===== src/rtl/priority_display_pkg.sv =====
// Shared constants for the priority-code decode/display path: seven-segment
// patterns ({a,b,c,d,e,f,g,dp}, bit 7 = a), digit count and dp bit position.
package priority_display_pkg;

  localparam logic [7:0] SEG_0     = 8'hFC;
  localparam logic [7:0] SEG_1     = 8'h60;
  localparam logic [7:0] SEG_2     = 8'hDA;
  localparam logic [7:0] SEG_3     = 8'hF2;
  localparam logic [7:0] SEG_4     = 8'h66;
  localparam logic [7:0] SEG_5     = 8'hB6;
  localparam logic [7:0] SEG_6     = 8'hBE;
  localparam logic [7:0] SEG_7     = 8'hE0;
  localparam logic [7:0] SEG_8     = 8'hFE;
  localparam logic [7:0] SEG_9     = 8'hF6;
  localparam logic [7:0] SEG_BLANK = 8'h00;

  localparam int NUM_DIGITS = 4;
  localparam int DP_BIT     = 0;

endpackage


===== src/rtl/seg7_decode.sv =====
// Combinational 4-bit value to seven-segment pattern; values above 9 or an
// asserted blank flag give a dark digit. dp is always left clear here.
module seg7_decode
  import priority_display_pkg::*;
(
  input  logic [3:0] value,
  input  logic       blank,
  output logic [7:0] seg
);

  always_comb begin
    seg = SEG_BLANK;
    if (!blank) begin
      unique case (value)
        4'd0:    seg = SEG_0;
        4'd1:    seg = SEG_1;
        4'd2:    seg = SEG_2;
        4'd3:    seg = SEG_3;
        4'd4:    seg = SEG_4;
        4'd5:    seg = SEG_5;
        4'd6:    seg = SEG_6;
        4'd7:    seg = SEG_7;
        4'd8:    seg = SEG_8;
        4'd9:    seg = SEG_9;
        default: seg = SEG_BLANK;
      endcase
    end
  end

endmodule


===== src/rtl/priority_decode_display.sv =====
// Accepts priority codes, drives a one-hot LED decode, and scans a BCD accept
// count (left group) and a four-deep code history (right group) onto two
// 4-digit displays. Define DP_NEWEST_EN to light dp on the newest history digit.
module priority_decode_display
  import priority_display_pkg::*;
#(
  parameter int SCAN_DIV = 100000
) (
  input  logic       clk,
  input  logic       n_rst,
  input  logic       n_EN,
  input  logic       code_valid,
  input  logic [2:0] code,
  output logic       code_ready,
  output logic [7:0] led,
  output logic [7:0] a_to_g_left,
  output logic [7:0] a_to_g_right,
  output logic [3:0] leftseg,
  output logic [3:0] rightseg
);

  localparam int DIV_W = (SCAN_DIV > 2) ? $clog2(SCAN_DIV) : 1;

  function automatic logic [15:0] bcd_inc(input logic [15:0] v);
    logic [15:0] r;
    logic        carry;
    r     = v;
    carry = 1'b1;
    for (int i = 0; i < NUM_DIGITS; i++) begin
      if (carry) begin
        if (r[i*4 +: 4] == 4'd9) begin
          r[i*4 +: 4] = 4'd0;
        end else begin
          r[i*4 +: 4] = r[i*4 +: 4] + 4'd1;
          carry       = 1'b0;
        end
      end
    end
    return r;
  endfunction

  logic                  xfer;
  logic [DIV_W-1:0]      div_cnt;
  logic [1:0]            idx;
  logic [1:0]            idx_next;
  logic                  div_term;
  logic [15:0]           count_bcd;
  logic [2:0]            hist [NUM_DIGITS];
  logic [NUM_DIGITS-1:0] hist_vld;
  logic [2:0]            last_code;
  logic                  have_code;
  logic [3:0]            left_val;
  logic [7:0]            left_pat;
  logic [7:0]            right_pat;
  logic [7:0]            right_pat_dp;
  logic                  right_dp;
  logic [7:0]            led_p1;
  logic [7:0]            seg_left_p1;
  logic [7:0]            seg_right_p1;
  logic [3:0]            sel_p1;

  assign code_ready = ~n_EN;
  assign xfer       = code_valid & code_ready;

  // Segment registers load the digit that becomes selected on this edge, so
  // select and segment data always change together.
  assign div_term = (div_cnt == DIV_W'(SCAN_DIV - 1));
  assign idx_next = div_term ? idx + 2'd1 : idx;
  assign left_val = count_bcd[{idx_next, 2'b00} +: 4];

  seg7_decode u_left_dec (
    .value (left_val),
    .blank (1'b0),
    .seg   (left_pat)
  );

  seg7_decode u_right_dec (
    .value ({1'b0, hist[idx_next]}),
    .blank (~hist_vld[idx_next]),
    .seg   (right_pat)
  );

`ifdef DP_NEWEST_EN
  assign right_dp = (idx_next == 2'd0) & hist_vld[0] & ~n_EN;
`else
  assign right_dp = 1'b0;
`endif

  always_comb begin
    right_pat_dp         = right_pat;
    right_pat_dp[DP_BIT] = right_dp;
  end

  always_ff @(posedge clk or negedge n_rst) begin
    if (!n_rst) begin
      div_cnt <= '0;
      idx     <= 2'd0;
      sel_p1  <= 4'b0001;
    end else begin
      div_cnt <= div_term ? '0 : div_cnt + DIV_W'(1);
      idx     <= idx_next;
      sel_p1  <= 4'b0001 << idx_next;
    end
  end

  // Accepted-code state: history, count, last code.
  always_ff @(posedge clk or negedge n_rst) begin
    if (!n_rst) begin
      count_bcd <= '0;
      hist_vld  <= '0;
      last_code <= 3'd0;
      have_code <= 1'b0;
      for (int i = 0; i < NUM_DIGITS; i++) hist[i] <= 3'd0;
    end else if (xfer) begin
      count_bcd <= bcd_inc(count_bcd);
      hist_vld  <= {hist_vld[NUM_DIGITS-2:0], 1'b1};
      last_code <= code;
      have_code <= 1'b1;
      hist[0]   <= code;
      for (int i = 1; i < NUM_DIGITS; i++) hist[i] <= hist[i-1];
    end
  end

  always_ff @(posedge clk or negedge n_rst) begin
    if (!n_rst) begin
      led_p1       <= 8'h00;
      seg_left_p1  <= SEG_BLANK;
      seg_right_p1 <= SEG_BLANK;
    end else begin
      if (n_EN)           led_p1 <= 8'h00;
      else if (xfer)      led_p1 <= 8'b1 << code;
      else if (have_code) led_p1 <= 8'b1 << last_code;
      else                led_p1 <= 8'h00;
      seg_left_p1  <= n_EN ? SEG_BLANK : left_pat;
      seg_right_p1 <= n_EN ? SEG_BLANK : right_pat_dp;
    end
  end

  assign led          = led_p1;
  assign a_to_g_left  = seg_left_p1;
  assign a_to_g_right = seg_right_p1;
  assign leftseg      = sel_p1;
  assign rightseg     = sel_p1;

endmodule


===== config.mk =====
export PLATFORM = sky130hd
export DESIGN_NAME = priority_decode_display
export DESIGN_NICKNAME = d
export VERILOG_FILES = /design/src/rtl/priority_display_pkg.sv /design/src/rtl/seg7_decode.sv /design/src/rtl/priority_decode_display.sv
export SDC_FILE = /design/constraint.sdc
export NUM_CORES = 1
export LEC_CHECK = 0
export ABC_AREA = 1
export CORE_UTILIZATION = 52
export CTS_CLUSTER_SIZE = 14
export DETAILED_ROUTE_END_ITERATION = 16
export GPL_ROUTABILITY_DRIVEN = 0
export PLACE_DENSITY_LB_ADDON = 0.12
export REMOVE_ABC_BUFFERS = 1
export SLEW_MARGIN = 0
export SYNTH_ARGS = -nofsm -noshare
export SYNTH_HDL_FRONTEND = slang
export SYNTH_SLANG_ARGS = --single-unit

===== constraint.sdc =====
create_clock -name clk -period 2.15 [get_ports clk]
set_clock_uncertainty 0.05 [all_clocks]
set_input_delay 0.215 -clock clk [delete_from_list [all_inputs] [get_ports clk]]
set_output_delay 0.215 -clock clk [all_outputs]
set_load 0.01 [all_outputs]

==> results.toml <==
[die]
io_pins = 40
fp.dieH_um = 90.9
die_width_um = 90.9
die-area_mm2 = 0.00825
num_rows = 32
core_mm2 = 0.00769
start_util_pct = 53.4

[routing]
wl_per_cell_um = 13.8
finalWirelength_um = 9570
drtIter0Drc = 108
vias_per_cell = 5.03
first_pass_iters = 5
vias = 3496
drc = 0
ant_nets = 0

[place]
dp_hpwl_um = 6200
place.port_buffers = 37
placed_cell_area_mm2 = 0.00484

[global_route]
grt_overflow_total = 0
grt_pass1_vias = 3410
antenna_found_initial = 0
grt_use_total_pct = 23.9
grt_pass1_wl_um = 15600
grt_max_degree = 54

[logic_synthesis]
yosys.area.top_type = "dfrtp_1"
synth_edf_count = 0
avgSynthCellArea_um2 = 8.26
async_reset_ff_share_pct = 100
synth_flop_cell = "dfrtp_1"
synth_top_area_share_pct = 46.3
synthCells = 497
synth_cell_types = 42
yosysWarnings = 0
synth_area_mm2 = 0.00411
ys_seq_elements = 77
ys_seq_area_share_pct = 47.0
netlist_top_cells_area = "dfrtp_1 (46%), nand2_1 (7.8%), nor2_1 (6.7%)"

[final_layout]
fillers = 569
postLayoutCellArea_mm2 = 0.00558
multi_input_comb_area_mm2 = 0.00216
final_net_count = 606
final_common_cell = "dfrtp_1"
layout_common_cells = "dfrtp_1 (76), nand2_1 (74), nor2_1 (59)"
diodes = 0
seq_area_mm2 = 0.00193
layout-drive-gt1-share_pct = 32.4
area_growth_pct = 35.8

[timing]
layout_setup_ws_ns = -0.148
fmax_mhz = 435
holdWs_ns = 0.248
fin_crit_ns = 2.30
setup_viol = 14
rsz0062_at_grt = "yes"
hold_violations = 0
maxSlewViolCount = 0
period_share_pct = 107

[outcome]
status = "finished, violations left"
violations = "setup timing"

[cts]
cts.reportedPaths.clkPinSlew_ns = 0.08
insertion_delay_ns = 0.36
cts_tree = "built"
htreeDepth = 3
cts_root_buf = "clkbuf_8"
clock_sinks = 77
clockBufferDepth = 2
cts_buffers = 9

[power]
p_leak_nw = 2.66
ir_worst_vdd_mv = 0.493
power_density_mw_per_mm2 = 730

[worst_setup_path]
crit_path_start_kind = "flip-flop"
required_ns = 2.34
endpoint_kind = "flip-flop"
worst-setup-path-type = "reg -> reg"
path_max_fanout = 7
crit_arrival_ns = 2.49

[hold_path]
hold_path.class = "in -> async"

[run]
cap_violations = 0
[cell type report]
type / instances / share of cell area (%)
inverters: 77 / 5.41
well taps: 102 / 2.29
repair buffers: 92 / 15.7
flip-flops and latches: 77 / 34.6
clock inverters: 3 / 0.853
multi-input cells: 331 / 38.7
clock buffers: 13 / 2.49
[cell families after synthesis]
logic type | count (synthesis) | share of synthesized area, %
and+or+nand+nor | 251 | 29.7
buffers and inverters | 91 | 9.81
DFF | 77 | 47.0
AOI/OAI and AO/OA | 57 | 8.20
adders and majority gates | 11 | 3.35
xor gates and xnor gates | 9 | 1.92
other | 1 | 0.0913
[Yosys cell counts, types with 2 or more instances]
| cell type | n |
|---|---|
| nand2_1 | 85 |
| dfrtp_1 | 76 |
| nor2_1 | 73 |
| inv_1 | 67 |
| nand3_1 | 30 |
| o21ai_0 | 27 |
| nand2_2 | 23 |
| a21oi_1 | 14 |
| ha_1 | 11 |
| nor3_1 | 9 |
| inv_2 | 8 |
| buf_4 | 7 |
| nor2_4 | 7 |
| nand4_1 | 6 |
| nand3_2 | 5 |
| xor2_1 | 5 |
| a32oi_1 | 4 |
| nand2_4 | 4 |
| nor2_2 | 4 |
| xnor2_1 | 4 |
| clkbuf_1 | 3 |
| o21ai_2 | 3 |
| buf_6 | 2 |
| o211ai_1 | 2 |
[state kept, by name, indices dropped and copies added, names as in the netlist]
signal and flops:
count_bcd 16, led 8, a_to_g_right 7, hist_vld 4
a_to_g_left 7, div_cnt 17, last_code 3, leftseg 4
idx 2, hist 9
[path summary, 6_finish.rpt]
path                                           from  slack, ns                  endpoint  cells after the start
setup / recovery               div_cnt[0]$_DFF_PN0_      -0.15  a_to_g_left[3]$_DFF_PN0_                     16
hold / removal                                n_rst       0.25     div_cnt[13]$_DFF_PN0_                      2
setup reg to reg               div_cnt[0]$_DFF_PN0_      -0.15  a_to_g_left[3]$_DFF_PN0_                     16
hold reg to reg            count_bcd[3]$_DFFE_PN0P_       0.42  count_bcd[3]$_DFFE_PN0P_                      1
max in group asynchronous                     n_rst       1.21       hist[3]$_DFFE_PN0P_                      3
min in group clk           count_bcd[3]$_DFFE_PN0P_       0.42  count_bcd[3]$_DFFE_PN0P_                      1
[critical path, stage by stage (launching register included)]
cell and delay (ns):
dfrtp_1 0.36, ha_2 0.21, nand2_4 0.06, nor2_4 0.14, nand3_4 0.10, nor2_4 0.12, nand3_4 0.13, nand2_4 0.14
nand2_2 0.09, nand3_2 0.12, nand2_4 0.10, buf_12 0.14, ha_4 0.14, inv_2 0.06, nor2_1 0.05, nor2_1 0.11
nor2_1 0.06
[metrics by stage]
step / std cells / worst slack [ns] / util, % / setup TNS, ns / total power [mW]
CTS: 691 / -0.102 / 69.9 / -0.952 / 3.93
global route: 695 / -0.291 / 72.5 / -3.23 / 4.29
floorplan: 484 / -0.194 / - / -1.01 / 2.30
global placement: 667 / -0.0515 / 62.9 / -0.228 / 2.68
detailed placement: 667 / -0.142 / 62.9 / -1.29 / 2.70
finish: 695 / -0.148 / 72.5 / -1.15 / 4.07
[per-layer routing]
metal | vias up | track usage, % | share of wire, %
met5 | - | 0 | 0
met4 | 0 | 12.2 | 2.3
met3 | 17 | 2.86 | 2.8
met2 | 75 | 40.5 | 51
met1 | 1670 | 30.1 | 44
li1 | 1734 | - | -
[power by group]
group / internal (mW) / switching [mW] / total [mW]
Combinational: 0.548 / 0.707 / 1.25
Clock: 0.543 / 0.535 / 1.08
Sequential: 1.62 / 0.117 / 1.74
[repair_timing]
action                     CTS  global route
hold endpoints to repair    24             0
setup endpoints to repair   14            18
buffers inserted             6             4
gates resized for setup     62            47
pin swaps                   41            41
hold buffers                 1             0
cloned                       1             0
No activity file was read; power rests on OpenSTA's default activity.
